### config.mk
export PLATFORM = sky130hd
export DESIGN_NAME = phy1_rcv
export DESIGN_NICKNAME = d
export VERILOG_FILES = /design/src/rtl/phy1_pkg.sv /design/src/rtl/phy1_crc32.sv /design/src/rtl/phy1_rcv.sv
export SDC_FILE = /design/constraint.sdc
export NUM_CORES = 1
export LEC_CHECK = 0
export CAP_MARGIN = 20
export CORE_ASPECT_RATIO = 0.7
export CORE_MARGIN = 2
export CORE_UTILIZATION = 45
export DETAILED_ROUTE_END_ITERATION = 10
export HOLD_SLACK_MARGIN = 0.1
export PLACE_DENSITY = 0.68
export SYNTH_ARGS = -nofsm -noshare
export SYNTH_HDL_FRONTEND = slang
export SYNTH_SLANG_ARGS = --single-unit
### constraint.sdc
create_clock -name clock125_rx -period 2.4 [get_ports clock125_rx]
set_input_delay 0.72 -clock clock125_rx [delete_from_list [all_inputs] [get_ports clock125_rx]]
set_output_delay 0.72 -clock clock125_rx [all_outputs]
set_load 0.005 [all_outputs]
### src/rtl/phy1_pkg.sv
// phy1_pkg -- shared types and constants for the PHY1 RGMII receive path.
//
// Contents:
//   rx_state_e   receive FSM states
//   ETH_*        preamble / SFD byte values
//   MIN_FRAME    smallest legal frame in bytes, FCS included
//   FCS_LEN      FCS length in bytes
//   CRC_*        CRC-32 polynomial, seed and good-frame residue (non-reflected form)
//   BCAST_MAC    broadcast destination address
//   bitrev32()   32-bit bit reversal, used to move between reflected/normal CRC forms

package phy1_pkg;

    typedef enum logic [2:0] {
        StIdle,
        StPreamble,
        StData,
        StHold,
        StDrop
    } rx_state_e;

    localparam logic [7:0]  ETH_PREAMBLE = 8'h55;
    localparam logic [7:0]  ETH_SFD      = 8'hD5;
    localparam int unsigned MIN_FRAME    = 64;
    localparam int unsigned FCS_LEN      = 4;
    localparam logic [31:0] CRC_POLY     = 32'h04C11DB7;
    localparam logic [31:0] CRC_INIT     = 32'hFFFF_FFFF;
    localparam logic [31:0] CRC_RESIDUE  = 32'hC704DD7B;
    localparam logic [47:0] BCAST_MAC    = 48'hFFFF_FFFF_FFFF;

    function automatic logic [31:0] bitrev32(input logic [31:0] v);
        logic [31:0] r;
        for (int i = 0; i < 32; i++) begin
            r[i] = v[31-i];
        end
        return r;
    endfunction

endpackage

### src/rtl/phy1_crc32.sv
// phy1_crc32 -- one byte step of the Ethernet CRC-32 (reflected, LSB first).
//
// Ports:
//   crc_in   current CRC register (reflected form)
//   data     byte to fold in, bit 0 first on the wire
//   crc_out  CRC register after the byte
//
// Purely combinational; the caller owns the register and its seed.

module phy1_crc32
    import phy1_pkg::*;
(
    input  logic [31:0] crc_in,
    input  logic [7:0]  data,
    output logic [31:0] crc_out
);

    localparam logic [31:0] POLY_REFL = bitrev32(CRC_POLY);

    logic [31:0] c;

    always_comb begin
        c = crc_in;
        for (int i = 0; i < 8; i++) begin
            if (c[0] ^ data[i]) begin
                c = (c >> 1) ^ POLY_REFL;
            end else begin
                c = c >> 1;
            end
        end
        crc_out = c;
    end

endmodule

### src/rtl/phy1_rcv.sv
// phy1_rcv -- RGMII (already de-DDR'd) receive framer writing one frame into ip_buffer.
//
// Ports:
//   clock125_rx                   receive clock (only clock)
//   rst                           synchronous active-high reset
//   phy1_rx_dv / phy1_rx_err      RX_CTL data-valid and error samples
//   phy1_rx[7:0]                  received byte
//   ipmem_address/data/wren       registered write port of ip_buffer
//   frame_valid                   buffer holds one accepted frame
//   frame_len                     accepted length excluding FCS
//   frame_type                    EtherType of the accepted frame
//   cpy_ready                     consumer done, releases the buffer (only honoured in HOLD)
//   drop_cnt                      saturating count of dropped frames
//
// Build option: define PHY1_RX_CRC_EN to check the FCS; otherwise the FCS is
// stored in the buffer unchecked and no CRC hardware is built.

module phy1_rcv
    import phy1_pkg::*;
#(
    parameter logic [47:0] MAC_ADDR = 48'h00_1E_C9_00_00_01,
    parameter int unsigned ADDR_W   = 11
) (
    input  logic              clock125_rx,
    input  logic              rst,
    input  logic              phy1_rx_dv,
    input  logic              phy1_rx_err,
    input  logic [7:0]        phy1_rx,
    output logic [ADDR_W-1:0] ipmem_address,
    output logic [7:0]        ipmem_data,
    output logic              ipmem_wren,
    output logic              frame_valid,
    output logic [ADDR_W-1:0] frame_len,
    output logic [15:0]       frame_type,
    input  logic              cpy_ready,
    output logic [7:0]        drop_cnt
);

    localparam logic [ADDR_W-1:0] CNT_MAX   = '1;
    localparam logic [ADDR_W-1:0] MIN_LEN   = ADDR_W'(MIN_FRAME);
    localparam logic [ADDR_W-1:0] FCS_W     = ADDR_W'(FCS_LEN);
    localparam logic [ADDR_W-1:0] DEST_LAST = ADDR_W'(5);
    localparam logic [ADDR_W-1:0] TYPE_HI   = ADDR_W'(12);
    localparam logic [ADDR_W-1:0] TYPE_LO   = ADDR_W'(13);

    rx_state_e         state_q;
    logic [ADDR_W-1:0] count_q;
    logic [39:0]       dest_q;   // destination bytes 0..4, byte 5 is taken live
    logic [15:0]       type_q;
    logic              dv_q;

    logic [47:0] dest_full;
    logic        dest_ok;
    logic        crc_bad;
    logic        count_drop;

    assign dest_full = {dest_q, phy1_rx};
    assign dest_ok   = (dest_full == MAC_ADDR) || (dest_full == BCAST_MAC);

`ifdef PHY1_RX_CRC_EN
    logic [31:0] crc_q;
    logic [31:0] crc_next;

    phy1_crc32 u_crc (
        .crc_in  (crc_q),
        .data    (phy1_rx),
        .crc_out (crc_next)
    );

    // Register runs in reflected form; the residue constant is in normal form.
    assign crc_bad = (bitrev32(crc_q) != CRC_RESIDUE);

    always_ff @(posedge clock125_rx) begin
        if (rst || (state_q != StData)) begin
            crc_q <= CRC_INIT;
        end else if (phy1_rx_dv) begin
            crc_q <= crc_next;
        end
    end
`else
    assign crc_bad = 1'b0;
`endif

    // One counted drop per frame: every branch that sets this also leaves the
    // frame-receiving states, so the same frame cannot be counted twice.
    always_comb begin
        count_drop = 1'b0;
        case (state_q)
            StIdle: begin
                count_drop = phy1_rx_dv && (phy1_rx != ETH_PREAMBLE) && (phy1_rx != ETH_SFD);
            end
            StPreamble: begin
                count_drop = !phy1_rx_dv ||
                             ((phy1_rx != ETH_PREAMBLE) && (phy1_rx != ETH_SFD));
            end
            StData: begin
                if (phy1_rx_dv) begin
                    count_drop = phy1_rx_err || (count_q == CNT_MAX);
                end else begin
                    count_drop = (count_q < MIN_LEN) || crc_bad;
                end
            end
            StHold: begin
                count_drop = phy1_rx_dv && !dv_q;
            end
            default: count_drop = 1'b0;
        endcase
    end

    always_ff @(posedge clock125_rx) begin
        if (rst) begin
            state_q       <= StIdle;
            count_q       <= '0;
            dest_q        <= '0;
            type_q        <= '0;
            dv_q          <= 1'b0;
            ipmem_address <= '0;
            ipmem_data    <= '0;
            ipmem_wren    <= 1'b0;
            frame_valid   <= 1'b0;
            frame_len     <= '0;
            frame_type    <= '0;
            drop_cnt      <= '0;
        end else begin
            dv_q       <= phy1_rx_dv;
            ipmem_wren <= 1'b0;
            if (count_drop && (drop_cnt != 8'hFF)) begin
                drop_cnt <= drop_cnt + 8'd1;
            end

            case (state_q)
                StIdle, StPreamble: begin
                    if (phy1_rx_dv && (phy1_rx == ETH_PREAMBLE)) begin
                        state_q <= StPreamble;
                    end else if (phy1_rx_dv && (phy1_rx == ETH_SFD)) begin
                        state_q <= StData;
                        count_q <= '0;
                    end else if (count_drop) begin
                        state_q <= StDrop;
                    end
                end
                StData: begin
                    if (phy1_rx_dv) begin
                        if (count_drop) begin
                            state_q <= StDrop;
                        end else begin
                            ipmem_wren    <= 1'b1;
                            ipmem_address <= count_q;
                            ipmem_data    <= phy1_rx;
                            count_q       <= count_q + 1'b1;
                            if (count_q < DEST_LAST) begin
                                dest_q <= {dest_q[31:0], phy1_rx};
                            end
                            // Foreign unicast: the byte is stored, the rest is not.
                            if ((count_q == DEST_LAST) && !dest_ok) begin
                                state_q <= StDrop;
                            end
                            if (count_q == TYPE_HI) begin
                                type_q[15:8] <= phy1_rx;
                            end
                            if (count_q == TYPE_LO) begin
                                type_q[7:0] <= phy1_rx;
                            end
                        end
                    end else if (count_drop) begin
                        state_q <= StIdle;
                    end else begin
                        frame_valid <= 1'b1;
                        frame_len   <= count_q - FCS_W;
                        frame_type  <= type_q;
                        state_q     <= StHold;
                    end
                end
                StHold: begin
                    if (cpy_ready) begin
                        frame_valid <= 1'b0;
                        state_q     <= phy1_rx_dv ? StDrop : StIdle;
                    end
                end
                StDrop: begin
                    if (!phy1_rx_dv) begin
                        state_q <= StIdle;
                    end
                end
                default: state_q <= StIdle;
            endcase
        end
    end

endmodule
Yosys cells after proc, flatten, opt, wreduce, memory -nomap -nowiden

Cells that the tools add are included.

Add/sub/neg operators: 3
Order comparisons: 2
Eq/ne operators: 24
Muxes and demuxes: 23
Bitwise operators: 3
Reductions and logical operators: 27

Operators with widths:

| cell                  | number |
|---|---|
| $eq 48x37->1 const B  | 1 |
| $eq 48x48->1 const B  | 1 |
| $mux 11               | 4 |
| $mux 3                | 9 |
| $eq 11x4->1 const B   | 2 |
| $pmux 11 s2           | 1 |
| $reduce_and 4->1      | 5 |
| $ne 8x8->1 const B    | 2 |
| $ne 2x2->1 const B    | 7 |
| $pmux 3 s4            | 1 |
| $add 11x1->11 const B | 1 |
| $eq 11x11->1 const B  | 1 |
| $eq 11x3->1 const B   | 1 |
| $lt 11x3->1 const B   | 1 |
| $lt 11x7->1 const B   | 1 |
| $sub 11x3->11 const B | 1 |
| $add 8x1->8 const B   | 1 |
| $eq 8x7->1 const B    | 1 |
| $eq 8x8->1 const B    | 1 |
| $logic_and 1x1->1     | 8 |
| $ne 4x4->1 const B    | 2 |
| $ne 8x7->1 const B    | 1 |
| $eq 3x2->1 const B    | 2 |
| $reduce_and 3->1      | 2 |
| other kinds (14)      | 25 |

Register bits after elaboration: 127
Input bits: 13
Output and inout port bits: 56
Logic and storage cells: 95

Longest topological paths before layout

Gate-level depths: netlist of the first run.

Depth in word-level cells: 8
Gate-level depth with buffers: 7

Least setup slack after synthesis of the first run

No wires, ideal clock.

Path type: input to register
Start: in phy1_rx_dv
End: reg drop_cnt[7]
Library setup time: 0.121 ns
Data arrival time: 2.296 ns
Required time: 2.279 ns
Setup slack: -0.017 ns
Stages: 6
Buffers on the path: 1
Cell sequence: or2_2 -> o32a_1 -> o221a_1 -> buf_6 -> nor4b_1 -> mux2_2

Cells in the longest elaborated chain, start to end: 4
Elaborated cells on any way between the ends: 8
Classes of those cells: mux (2); reduce/logical (6)

Ends and longest elaborated chain:

| item                                                         | line                           | RTL |
|---|---|---|
| from (decl)                                                  | phy1_rcv.sv:26                 | `input logic phy1_rx_dv,` |
| $logic_not 1->1 / $logic_and 1x1->1 (equally long branches)  | --                             |  |
| $logic_or 1x1->1 / $logic_and 1x1->1 (equally long branches) | phy1_rcv.sv:93, phy1_rcv.sv:90 |  |
| $pmux 1 s4 *                                                 | phy1_rcv.sv:88                 | `case (state_q)` |
| $logic_and 1x1->1 *                                          | phy1_rcv.sv:127                | `if (count_drop && (drop_cnt != 8'hFF)) begin` |
| to (signal assigned)                                         | phy1_rcv.sv:128                | `drop_cnt <= drop_cnt + 8'd1;` |
| to (decl)                                                    | phy1_rcv.sv:36                 | `output logic [7:0] drop_cnt` |

Mark *: on every way between the ends. The rest lies on a longest branch, timed or not.
A chain may end at the register's enable or synchronous reset.

Worst setup path in the final report of the first run

Start: reg count_q[10]
End: reg drop_cnt[3]

Cells in the longest elaborated chain, start to end: 5
Elaborated cells on any way between the ends: 6
Classes of those cells: order compare (1); eq/ne (1); mux (2); reduce/logical (2)

Ends and longest elaborated chain:

| item                                                                | line            | RTL |
|---|---|---|
| from (decl)                                                         | phy1_rcv.sv:47  | `logic [ADDR_W-1:0] count_q;` |
| from (signal assigned)                                              | phy1_rcv.sv:150 | `count_q <= count_q + 1'b1;` |
| parallel branches: the longest is 2 deep, another holds $lt 11x7->1 | --              |  |
| $mux 1 *                                                            | phy1_rcv.sv:97  | `if (phy1_rx_dv) begin` |
| $pmux 1 s4 *                                                        | phy1_rcv.sv:88  |  |
| $logic_and 1x1->1 *                                                 | phy1_rcv.sv:127 |  |

Every way passes the cells marked *.

==> Implementation_results.wiki, run 1 <==
{| class="wikitable"
! Metric !! Value
|-
| Count of state elements after synthesis || 127
|-
| Initial antenna violation count || 0
|-
| Arrival time reported for the critical path endpoint || 2.68 ns
|-
| Hold slack final || 0.453 ns
|-
| DRC || 0
|-
| Crit Path Max Fanout || 5
|-
| Port bufs || between 60 and 70
|-
| Avg Synthesized Cell Area || a little under 9 µm²
|-
| Worst slew margin relative to its limit || a little over two thirds
|-
| TritonCTS clock tree || yes
|-
| Final period utilization || 96.9%
|-
| Effective utilization at floorplan || 45.8%
|-
| FMAX || 430 MHz
|-
| GR Overflow Total || 0
|-
| CP Data Required Time || between 2 and 3 ns
|-
| Number of enable flip-flop cells after synthesis || 0
|-
| Clock Sinks || 127
|-
| Post-Syn Nets || between 600 and 700
|-
| Worst hold path type || reg -> reg
|-
| Capture point of the worst reg-to-reg path || drop_cnt[3]
|-
| Async set-reset flop share out of synthesis || 0%
|-
| Critical path startpoint || count_q[10]
|-
| Final nets || roughly 740
|-
| Wire length after detailed routing || between 10000 and 15000 µm
|-
| Routability congestion estimate from global placement || roughly 0.85
|-
| Clock slew at the register clock pins of the worst setup and hold paths || roughly 0.060 ns
|-
| Depth of the worst hold-timing path || 2
|-
| Die span in x || around 130 µm
|-
| Slew Limit Fails || 0
|-
| Source-to-sink clock delay at the later pin of the worst-skew pair || between 0.4 and 0.5 ns
|-
| Power density cells || ~700 nW/µm²
|-
| Final design utilization || between 60% and 70%
|-
| Final hold violation count || 0
|-
| Ports placed on the boundary || roughly 70
|-
| Clock tree root driver cell || sky130_fd_sc_hd__clkbuf_16
|-
| Synthesized area || about 5300 µm²
|-
| Number of distinct library cells after synthesis || 52
|-
| Transition time at the pin with the least slew margin || ~0.43 ns
|-
| Drt via density || 5.53
|-
| Number of endpoints failing setup at the final stage || 0
|-
| Number of standard cells after synthesis || 610
|-
| Worst Reg-to-Reg Cells || 6
|-
| Antenna violation net count after detailed routing || 0
|-
| Number of global-route vias before repair || between 4000 and 5000
|-
| IR drop worst, VDD || roughly 480 µV
|-
| Total Die Area || between 10000 and 15000 µm²
|-
| DRT Pass-1 Iters || 5
|-
| Critical path class || reg -> reg
|-
| Static leakage power || approximately 2.9 nW
|-
| Hold wc startpoint || type_q[5]
|-
| Number of CTS-inserted buffers || 17
|-
| Fraction of layout cells with a size suffix above 1 || between 15 and 20%
|-
| R2r startpoint || count_q[10]
|-
| Area of combinational cells with multiple inputs || 2720 µm²
|-
| Unrepaired setup endpoints after global routing || false
|-
| Final critical path time including I/O delays and setup || between 2 and 2.5 ns
|-
| Endpoint type of the worst setup path || flip-flop
|-
| Overall fraction of global-route tracks in use || 23.6%
|-
| Warnings from Yosys || 0
|-
| Total area of sequential cells || ~2500 µm²
|-
| Y dimension of the die || around 95 µm
|-
| Wire length of the first global-routing pass || between 20000 and 25000 µm
|-
| Largest net degree at the start of global routing || 41
|-
| Prevailing post-synth register cell || sky130_fd_sc_hd__dfxtp_1
|-
| Post-Route Skew || between 0.007 and 0.008 ns
|-
| Register-to-register setup slack || between 0.07 and 0.08 ns
|-
| Core footprint || 11600 µm²
|-
| Maximum root-to-sink buffer count || 2
|-
| Number of fill cells || 1000
|-
| Outcome || finished, final reports clean
|-
| Max capacitance violation total || 0
|-
| Critical Path Start Type || flip-flop
|-
| Endpoint of the worst hold path || frame_type[5]
|-
| Estimated wirelength of the detail-placed design || 9990 µm
|-
| Area delta synth->final || 36.1%
|-
| Routed vias || 4891
|-
| Number of violations reported at the end of detailed-routing iteration 0 || between 300 and 400
|-
| Site Rows || 33
|-
| Average detailed-routed wire length per instance || around 16 µm
|-
| H-tree depth reported by CTS || 4
|-
| Diode insertion count for antenna repair || 0
|-
| Sequential element share of the synthesized area || between 40% and 50%
|}
==> state kept, by name (all words and copies together) (netlist names) <==
signal / cells
dest_q: 40
frame_type: 16
type_q: 16
count_q: 11
frame_len: 11
ipmem_address: 11
drop_cnt: 8
ipmem_data: 8
state_q: 3
dv_q: 1
frame_valid: 1
ipmem_wren: 1
==> routing by layer <==
layer	GRT usage, %	wire [µm]	vias up
met5	0	0	-
li1	-	-	2369
met3	6.27	1010	14
met4	6.40	144	0
met1	31.8	6760	2334
met2	37.9	6490	174
==> synthesized netlist by cell type, types with 2 or more instances <==
library cell / number / area [µm²]
sky130_fd_sc_hd__nor2_1: 65 / 244
sky130_fd_sc_hd__and4_1: 4 / 35.0
sky130_fd_sc_hd__buf_1: 4 / 15.0
sky130_fd_sc_hd__xnor2_1: 4 / 35.0
sky130_fd_sc_hd__o31ai_1: 8 / 60.1
sky130_fd_sc_hd__inv_1: 9 / 33.8
sky130_fd_sc_hd__nor4b_1: 2 / 17.5
sky130_fd_sc_hd__nor3_1: 8 / 40.0
sky130_fd_sc_hd__nand2_1: 114 / 428
sky130_fd_sc_hd__nand2b_1: 2 / 12.5
sky130_fd_sc_hd__nand3b_1: 4 / 30.0
sky130_fd_sc_hd__or4_1: 9 / 67.6
sky130_fd_sc_hd__mux2_2: 3 / 33.8
sky130_fd_sc_hd__and3_1: 3 / 18.8
sky130_fd_sc_hd__or3_1: 6 / 37.5
sky130_fd_sc_hd__o21ai_0: 5 / 25.0
sky130_fd_sc_hd__a211oi_1: 9 / 67.6
sky130_fd_sc_hd__mux2i_1: 56 / 561
sky130_fd_sc_hd__o41ai_1: 2 / 17.5
sky130_fd_sc_hd__xor2_1: 4 / 35.0
sky130_fd_sc_hd__nand4_1: 16 / 100
sky130_fd_sc_hd__clkbuf_1: 30 / 113
sky130_fd_sc_hd__a2111oi_0: 2 / 17.5
sky130_fd_sc_hd__ha_1: 7 / 87.6
sky130_fd_sc_hd__buf_6: 2 / 22.5
sky130_fd_sc_hd__o21a_1: 2 / 15.0
sky130_fd_sc_hd__dfxtp_1: 127 / 2540
sky130_fd_sc_hd__nor2b_1: 4 / 25.0
sky130_fd_sc_hd__o311ai_0: 2 / 17.5
sky130_fd_sc_hd__nand4b_1: 2 / 17.5
sky130_fd_sc_hd__a21oi_1: 51 / 255
sky130_fd_sc_hd__nor4_1: 14 / 87.6
sky130_fd_sc_hd__nand3_1: 11 / 55.1
==> report_power, final <==
part           switching, mW  internal [mW]
logic                  0.103         0.0729
clock network          0.958           1.80
registers            0.00750           2.11
==> how the worst max path moves through the flow <==
stage	endpoint
3_3_place_gp	count_q[9]
5_1_grt	type_q[9]
2_1_floorplan	drop_cnt[7]
3_5_place_dp	count_q[5]
6_report	drop_cnt[3]
4_1_cts	count_q[5]
==> placed cells by master, fill, tap and decap left out, drive strengths merged, types with 4 or more instances in the layout <==
master	instances
dfxtp	127
nand2	114
nor2	65
clkdlybuf4s50	62
mux2i	56
buf	55
a21oi	51
clkbuf	20
nand4	16
nor4	14
inv	12
nand3	11
or4	10
a211oi	9
o31ai	8
nor3	8
ha	7
or3	6
o21ai	5
nor2b	4
nand3b	4
and4	4
xor2	4
xnor2	4
bufinv	4
dlymetal6s2s	4
==> metrics by stage <==
step           cells  cell area (µm²)  worst slack (ns)  total power, mW  setup TNS, ns
5_1_grt          885             7250            0.0202             5.20              0
4_1_cts          885             7180           0.00544             5.09              0
3_3_place_gp     851             6480            -0.612             2.32         -18.40
2_1_floorplan    610             5340            0.0363             2.24              0
3_5_place_dp     851             6480            -0.662             2.33         -19.54
6_report         885             7250            0.0735             5.06              0
==> worst max-delay path, stage by stage (launching register included) <==
cell and delay [ns]:
sky130_fd_sc_hd__dfxtp_1 0.31, sky130_fd_sc_hd__or4_4 0.58, sky130_fd_sc_hd__o32a_1 0.35, sky130_fd_sc_hd__o221a_4 0.26, sky130_fd_sc_hd__buf_4 0.15, sky130_fd_sc_hd__or4_1 0.49, sky130_fd_sc_hd__a21oi_2 0.13
==> cell type report <==
type | count | area share (%)
inverters | 10 | 0.518
clock inverters | 12 | 2.52
well taps | 157 | 2.71
multi-input cells | 437 | 37.5
flip-flops and latches | 127 | 35.1
clock buffers | 20 | 6.30
repair buffers | 122 | 15.3
==> cells by family after synthesis <==
family / synth area share, %
AOI/OAI and AO/OA: 10.9
and+or+nand+nor: 23.8
DFF: 47.7
muxes: 11.2
adders and majority gates: 1.64
buffers and inverters: 3.52
xor gates and xnor gates: 1.31
==> repair_timing <==
action / CTS / global route
cloned: 1 / 0
pin swaps: 5 / 7
resized for setup: 15 / 17
endpoints found under the hold margin: 0 / 0
buffers inserted: 2 / 0
hold buffers: 0 / 0
endpoints found under the setup margin: 16 / 17
(Power assumes the default switching activity.)
==> inputs of run 2 (changes only) <==
CORE_MARGIN = 10   (was 2)
GPL_TIMING_DRIVEN = 0   (was default)
==> run 2 against run 1 <==
The run now ends with setup timing left; wire length is 4.2% higher; global-route usage is 5.8 points lower; clock power is 3% lower; utilization is 2.1 points lower; total power is 1.6% lower; final cell count is 1.8% lower; first-iteration DRC count is 11% higher; clock skew is 0.0019 ns higher; critical path depth is 1 higher; final area is 3.4% lower; worst setup slack worse by 0.11 ns; critical path type is now in -> reg; critical endpoint is now drop_cnt[7]; largest power group unchanged.
==> Implementation_results.wiki, run 2 (synthesis gave the netlist of run 1 again) <==
{| class="wikitable"
! Metric !! Value
|-
| Outcome || complete, but fails checks
|-
| Violations in the final reports || setup timing
|-
| Ports placed on the boundary || a little under 70
|-
| Number of violations reported at the end of detailed-routing iteration 0 || between 400 and 500
|-
| Capture point of the worst reg-to-reg path || drop_cnt[7]
|-
| Arrival time reported for the critical path endpoint || roughly 2.7 ns
|-
| Drt via density || between 5 and 6
|-
| Number of endpoints failing setup at the final stage || 2
|-
| Wire length of the first global-routing pass || 24000 µm
|-
| Final nets || a little over 700
|-
| Antenna violation net count after detailed routing || 0
|-
| Post-Place Cells || 835
|-
| Worst slew margin relative to its limit || 53.6%
|-
| Internal power summed over all cells || 3.91 mW
|-
| Portion of total power attributed to the clock network || between 50% and 60%
|-
| Largest net degree at the start of global routing || 17
|-
| Routability congestion estimate from global placement || 0.907
|-
| Power density cells || between 700 and 800 nW/µm²
|-
| Number of CTS-inserted buffers || 17
|-
| Maximum root-to-sink buffer count || 2
|-
| Number of global-route vias before repair || roughly 4700
|-
| Y dimension of the die || 111 µm
|-
| Area of combinational cells with multiple inputs || between 2000 and 3000 µm²
|-
| Largest registers || dest_q x40, frame_type x16, type_q x16
|-
| Cell-by-cell listing of the critical path || clkdlybuf4s15_2 > or2_2 > o32a_1 > o221a_1 > buf_6 > nor4b_4 > mux2_2
|-
| Effective utilization at floorplan || between 40% and 50%
|-
| R2r startpoint || count_q[8]
|-
| Dominant delay contributor by cell family on the critical path || compound AO/OA/AOI/OAI gates
|-
| Post-Route Skew || roughly 0.0090 ns
|-
| Total area of sequential cells || roughly 2500 µm²
|-
| Port bufs || 68
|-
| DRT Pass-1 Iters || 5
|-
| Critical path's largest stage delay || roughly 0.36 ns
|-
| Slew Limit Fails || 0
|-
| Diode insertion count for antenna repair || 0
|-
| Switching Fraction || 21.4%
|-
| Initial antenna violation count || 0
|-
| Overall fraction of global-route tracks in use || 17.8%
|-
| Transition time at the pin with the least slew margin || ~0.69 ns
|-
| Routed vias || around 4900
|-
| FMAX || between 400 and 500 MHz
|-
| Critical path endpoint || drop_cnt[7]
|-
| Worst Reg-to-Reg Cells || 7
|-
| Register name with the most flops || dest_q
|-
| Final period utilization || 102%
|-
| Static leakage power || between 2 and 3 nW
|-
| Endpoint type of the worst setup path || flip-flop
|-
| Register-to-register setup slack || -0.02 ns
|-
| Hold slack final || 0.450 ns
|-
| Source-to-sink clock delay at the later pin of the worst-skew pair || ~0.4 ns
|-
| Wire length after detailed routing || between 15000 and 20000 µm
|-
| Commonest cells after routing, fill and taps aside || 121 x sky130_fd_sc_hd__dfxtp_1, 113 x sky130_fd_sc_hd__nand2_1, 65 x sky130_fd_sc_hd__nor2_1
|-
| DRC || 0
|-
| CP Buf/Inv Count || 2
|-
| IR drop worst, VDD || approximately 480 µV
|-
| Critical path class || in -> reg
|-
| Estimated wirelength of the detail-placed design || roughly 11000 µm
|-
| Crit path setup slack, layout || -0.0376 ns
|-
| Final critical path time including I/O delays and setup || between 2 and 2.5 ns
|-
| Crit Path Max Fanout || 9
|-
| Total Die Area || 16700 µm²
|-
| Number of non-filler instances in the completed layout || 869
|-
| # hold bufs at CTS || 0
|-
| Clock slew at the register clock pins of the worst setup and hold paths || approximately 0.06 ns
|-
| CP Data Required Time || ~2.7 ns
|-
| TritonCTS clock tree || yes
|-
| Sequential Power Share || 42.7%
|-
| Total net switching power || between 1 and 1.5 mW
|-
| Site Rows || 33
|-
| Average detailed-routed wire length per instance || 17.3 µm
|-
| Unrepaired setup endpoints after global routing || true
|-
| Core footprint || approximately 12000 µm²
|-
| Final design utilization || 60.2%
|-
| Final hold violation count || 0
|-
| Max reg flops || 40
|-
| Critical Path Start Type || input pin
|-
| Worst-path cell with the longest stage delay || sky130_fd_sc_hd__o32a_1
|-
| Fraction of layout cells with a size suffix above 1 || between 10% and 20%
|-
| Max capacitance violation total || 0
|-
| Critical path startpoint || phy1_rx_dv
|-
| Worst hold path type || reg -> reg
|-
| Number of gates on the worst path with buffers counted || 7
|-
| Area delta synth->final || 31.4%
|-
| Number of fill cells || about 1000
|-
| GR Overflow Total || 0
|-
| Combinational share of power || 3.3%
|-
| H-tree depth reported by CTS || 4
|-
| Clock Sinks || 127
|-
| Die span in x || ~150 µm
|-
| Clock tree root driver cell || sky130_fd_sc_hd__clkbuf_16
|-
| Leading cell type in the layout, fill and taps excluded || sky130_fd_sc_hd__dfxtp_1
|}
run 2: cell count changes in the layout (fill, tap and decap cells not counted), moves of 5 or more:
cell | before | now
sky130_fd_sc_hd__buf_4 | 51 | 6
sky130_fd_sc_hd__clkbuf_1 | 1 | 22
sky130_fd_sc_hd__clkbuf_2 | 0 | 5
sky130_fd_sc_hd__dfxtp_1 | 127 | 121
sky130_fd_sc_hd__dfxtp_2 | 0 | 6
run 2: power groups by stage:
stage	Combinational (mW)	Sequential (mW)	Clock [mW]
after floorplan	0.0738	2.17	0
after global placement	0.143	2.17	0
after detailed placement	0.145	2.17	0
after CTS	0.151	2.12	2.71
after global routing	0.174	2.12	2.83
final	0.163	2.12	2.69
run 2: tightest hold or removal path: stages (launching register included):
cell,delay (ns)
sky130_fd_sc_hd__dfxtp_1,0.31
sky130_fd_sc_hd__nand2_1,0.05
sky130_fd_sc_hd__a21oi_1,0.05
run 2: through the flow:
| step | cell area (µm²) | worst slack (ns) | power (mW) | TNS (ns) |
|---|---|---|---|---|
| global route | 7000 | -0.0840 | 5.12 | -1.90 |
| global placement | 6210 | -0.944 | 2.31 | -66.71 |
| floorplan | 5340 | 0.0363 | 2.24 | 0 |
| finish | 7000 | -0.0376 | 4.97 | -0.0547 |
| detailed placement | 6210 | -1.07 | 2.31 | -72.67 |
| CTS | 6910 | 0.00281 | 4.98 | 0 |
run 2: worst min path at each step:
stage / slack (ns) / end / from / cells past startpoint
after floorplan: 0.43 / frame_type[0] / type_q[0] / 2
after global placement: 0.44 / ipmem_data[3] / ipmem_data[3] / 2
after detailed placement: 0.45 / frame_type[5] / frame_type[5] / 2
after CTS: 0.45 / frame_type[0] / type_q[0] / 2
after global routing: 0.48 / frame_type[0] / type_q[0] / 2
final: 0.45 / frame_type[0] / type_q[0] / 2
run 2: area by class of cell:
type	count	share of cell area, %
plain buffers	32	2.18
inverters	10	0.536
repair buffers	75	10.4
flip-flops and latches	127	36.4
clock inverters	13	2.70
multi-input cells	437	38.8
well taps	157	2.80
clock buffers	18	6.13
run 2: repair_timing:
action                                 CTS  global route
setup buffers                            0             6
setup endpoints to repair               99            96
gates resized for setup                 34            21
pin swaps                                2             2
gates cloned                             0             1
endpoints found under the hold margin    0             0
run 2: per-layer routing:
metal / vias to the layer above / share of wire, % / track usage [%]
met1: 2327 / 47 / 24.6
met3: 17 / 8.5 / 5.79
met4: 0 / 0.91 / 4.97
met2: 180 / 43 / 25.8
met5: - / 0 / 0
li1: 2348 / - / -
==> inputs of run 3 (changes only) <==
DONT_BUFFER_PORTS = 1   (was default)
PLACE_DENSITY = 0.6   (was 0.68)
==> run 3 against run 2 <==
The run now ends clean; via count decreased by 7.1%; flip-flop and latch count unchanged; worst setup slack improved by 0.054 ns; first-iteration DRC count decreased by 27%; count of clock-buffer cells in the layout increased by 2; final area decreased by 9.5%; combinational power decreased by 29%; critical path depth unchanged; sequential power about the same; final cell count decreased by 7.8%; die area unchanged.
==> Implementation_results.wiki, run 3 (synthesis gave the netlist of run 1 again) <==
{| class="wikitable"
! Metric !! Value
|-
| Worst-path cell with the longest stage delay || sky130_fd_sc_hd__or4_4
|-
| Critical Path Start Type || flip-flop
|-
| Number of non-filler instances in the completed layout || 801
|-
| Number of violations reported at the end of detailed-routing iteration 0 || about 300
|-
| Estimated wirelength of the detail-placed design || 10800 µm
|-
| Max reg flops || 40
|-
| Crit path setup slack, layout || ~0.016 ns
|-
| GR Overflow Total || 0
|-
| Final nets || about 650
|-
| Routability congestion estimate from global placement || 0.879
|-
| Wire length after detailed routing || between 10000 and 15000 µm
|-
| Hold wc startpoint || cpy_ready
|-
| CP Data Required Time || about 2.7 ns
|-
| Final critical path time including I/O delays and setup || 2.38 ns
|-
| R2r startpoint || count_q[8]
|-
| Maximum root-to-sink buffer count || 2
|-
| Worst setup slack after placement || -0.369 ns
|-
| Site Rows || 33
|-
| Wire length of the first global-routing pass || 23400 µm
|-
| Overall fraction of global-route tracks in use || ~18%
|-
| Largest net degree at the start of global routing || 17
|-
| Total Die Area || roughly 17000 µm²
|-
| Drt via density || about 5.7
|-
| Critical path class || reg -> reg
|-
| Diode insertion count for antenna repair || 0
|-
| Source-to-sink clock delay at the later pin of the worst-skew pair || ~0.42 ns
|-
| Average detailed-routed wire length per instance || around 18 µm
|-
| Worst slew margin relative to its limit || around 60%
|-
| Arrival time reported for the critical path endpoint || between 2 and 3 ns
|-
| IR drop worst, VDD || 531 µV
|-
| Capture point of the worst reg-to-reg path || drop_cnt[7]
|-
| Endpoint type of the worst setup path || flip-flop
|-
| Core footprint || 11600 µm²
|-
| # hold bufs at CTS || 0
|-
| Area delta synth->final || 19.0%
|-
| Setup Total Neg Slack || 0 ns
|-
| Clock Sinks || approximately 130
|-
| Number of fill cells || 1050
|-
| Worst Reg-to-Reg Cells || 7
|-
| Antenna violation net count after detailed routing || 0
|-
| Power density cells || 808 nW/µm²
|-
| Number of global-route vias before repair || 4435
|-
| Die span in x || roughly 150 µm
|-
| Clock slew at the register clock pins of the worst setup and hold paths || approximately 0.06 ns
|-
| Register-to-register setup slack || approximately 0.016 ns
|-
| Outcome || finished, final reports clean
|-
| Post-Place Cells || between 700 and 800
|-
| Register name with the most flops || dest_q
|-
| DRT Pass-1 Iters || 4
|-
| Most common cell type on the critical path || sky130_fd_sc_hd__buf_6
|-
| Unrepaired setup endpoints after global routing || true
|-
| Fraction of layout cells with a size suffix above 1 || approximately 11%
|-
| Clock tree root driver cell || sky130_fd_sc_hd__clkbuf_16
|-
| Effective utilization at floorplan || between 40 and 50%
|-
| Cell-by-cell listing of the critical path || buf_6 > or4_4 > o32a_1 > o221a_4 > buf_6 > nor4b_4 > mux2_4
|-
| Number of CTS-inserted buffers || 17
|-
| Post-Route Skew || between 0.01 and 0.015 ns
|-
| Depth of the worst hold-timing path || 1
|-
| Endpoint of the worst hold path || frame_valid
|-
| Port bufs || 0
|-
| Largest registers || dest_q x40, frame_type x16, type_q x16
|-
| Final hold violation count || 0
|-
| Dominant delay contributor by cell family on the critical path || simple AND/OR/NAND/NOR gates
|-
| Y dimension of the die || 111 µm
|-
| Max capacitance violation total || 0
|-
| Crit Path Max Fanout || 5
|-
| DRC || 0
|-
| Transition time at the pin with the least slew margin || just over 0.6 ns
|-
| Static leakage power || 2.49 nW
|-
| Final period utilization || 99.3%
|-
| FMAX || between 400 and 500 MHz
|-
| TritonCTS clock tree || yes
|-
| Worst hold path type || in -> reg
|-
| Ports placed on the boundary || slightly below 70
|-
| Slew Limit Fails || 0
|-
| Leading cell type in the layout, fill and taps excluded || sky130_fd_sc_hd__dfxtp_1
|-
| CP Buf/Inv Count || 2
|-
| Number of endpoints failing setup at the final stage || 0
|-
| Initial antenna violation count || 0
|-
| Routed vias || ~4500
|-
| H-tree depth reported by CTS || 4
|-
| Commonest cells after routing, fill and taps aside || 122 x sky130_fd_sc_hd__dfxtp_1, 114 x sky130_fd_sc_hd__nand2_1, 65 x sky130_fd_sc_hd__nor2_1
|-
| Critical path's largest stage delay || 0.51 ns
|}
[run 3: cell types whose count changed in the layout (fill, tap and decap cells not counted), moves of 2 or more]
cell	before	now
sky130_fd_sc_hd__dlymetal6s2s_1	3	0
sky130_fd_sc_hd__dfxtp_2	6	3
sky130_fd_sc_hd__buf_4	6	4
sky130_fd_sc_hd__dfxtp_4	0	2
sky130_fd_sc_hd__clkdlybuf4s50_1	59	0
sky130_fd_sc_hd__o311ai_0	0	2
sky130_fd_sc_hd__dlygate4sd2_1	4	0
sky130_fd_sc_hd__clkbuf_8	0	2
sky130_fd_sc_hd__clkinv_4	3	1
sky130_fd_sc_hd__clkbuf_1	22	24
[run 3: area by class of cell]
class	count	area [µm²]	area share (%)
Multi-Input combinational cell	437	2700	42.6
Sequential cell	127	2550	40.3
Clock buffer	20	457	7.20
Clock inverter	12	205	3.24
Tap cell	157	196	3.10
Buffer	33	149	2.35
Timing Repair Buffer	5	41.3	0.651
Inverter	10	37.5	0.592
[run 3: report_power, final]
part / internal [mW] / switching, mW
Clock: 1.91 / 0.979
Combinational: 0.0359 / 0.0799
Sequential: 2.11 / 0.00930
[run 3: timing repair]
item | CTS | global route
endpoints found under the setup margin | 93 | 84
gates cloned | 0 | 1
pin swaps | 4 | 5
buffers inserted | 2 | 2
resized for setup | 16 | 22
[run 3: through the flow]
| step | utilization [%] | hold slack, ns | area (µm²) | power (mW) |
|---|---|---|---|---|
| 2_1_floorplan | - | 0.432 | 5340 | 2.24 |
| 3_3_place_gp | 47.5 | 0.449 | 5530 | 2.27 |
| 3_5_place_dp | 47.5 | 0.452 | 5530 | 2.27 |
| 4_1_cts | 53.7 | 0.401 | 6250 | 5.15 |
| 5_1_grt | 54.5 | 0.409 | 6340 | 5.26 |
| 6_report | 54.5 | 0.415 | 6340 | 5.12 |
[run 3: worst max path at each step]
stage	endpoint	depth (start not counted)	slack, ns	startpoint
after floorplan	drop_cnt[7]	6	0.04	phy1_rx_dv
after global placement	count_q[10]	6	-0.34	phy1_rx[5]
after detailed placement	count_q[10]	7	-0.37	count_q[2]
after CTS	drop_cnt[5]	7	0.005	count_q[8]
after global routing	drop_cnt[7]	7	-0.05	count_q[8]
final	drop_cnt[7]	7	0.02	count_q[8]
[run 3: metal layers]
metal	GRT usage, %	part of all wire [%]	up-vias
met3	8.52	10	13
met1	22.8	46	2188
li1	-	-	2193
met2	25.9	43	133
met4	4.72	1.1	0
met5	0	0	-
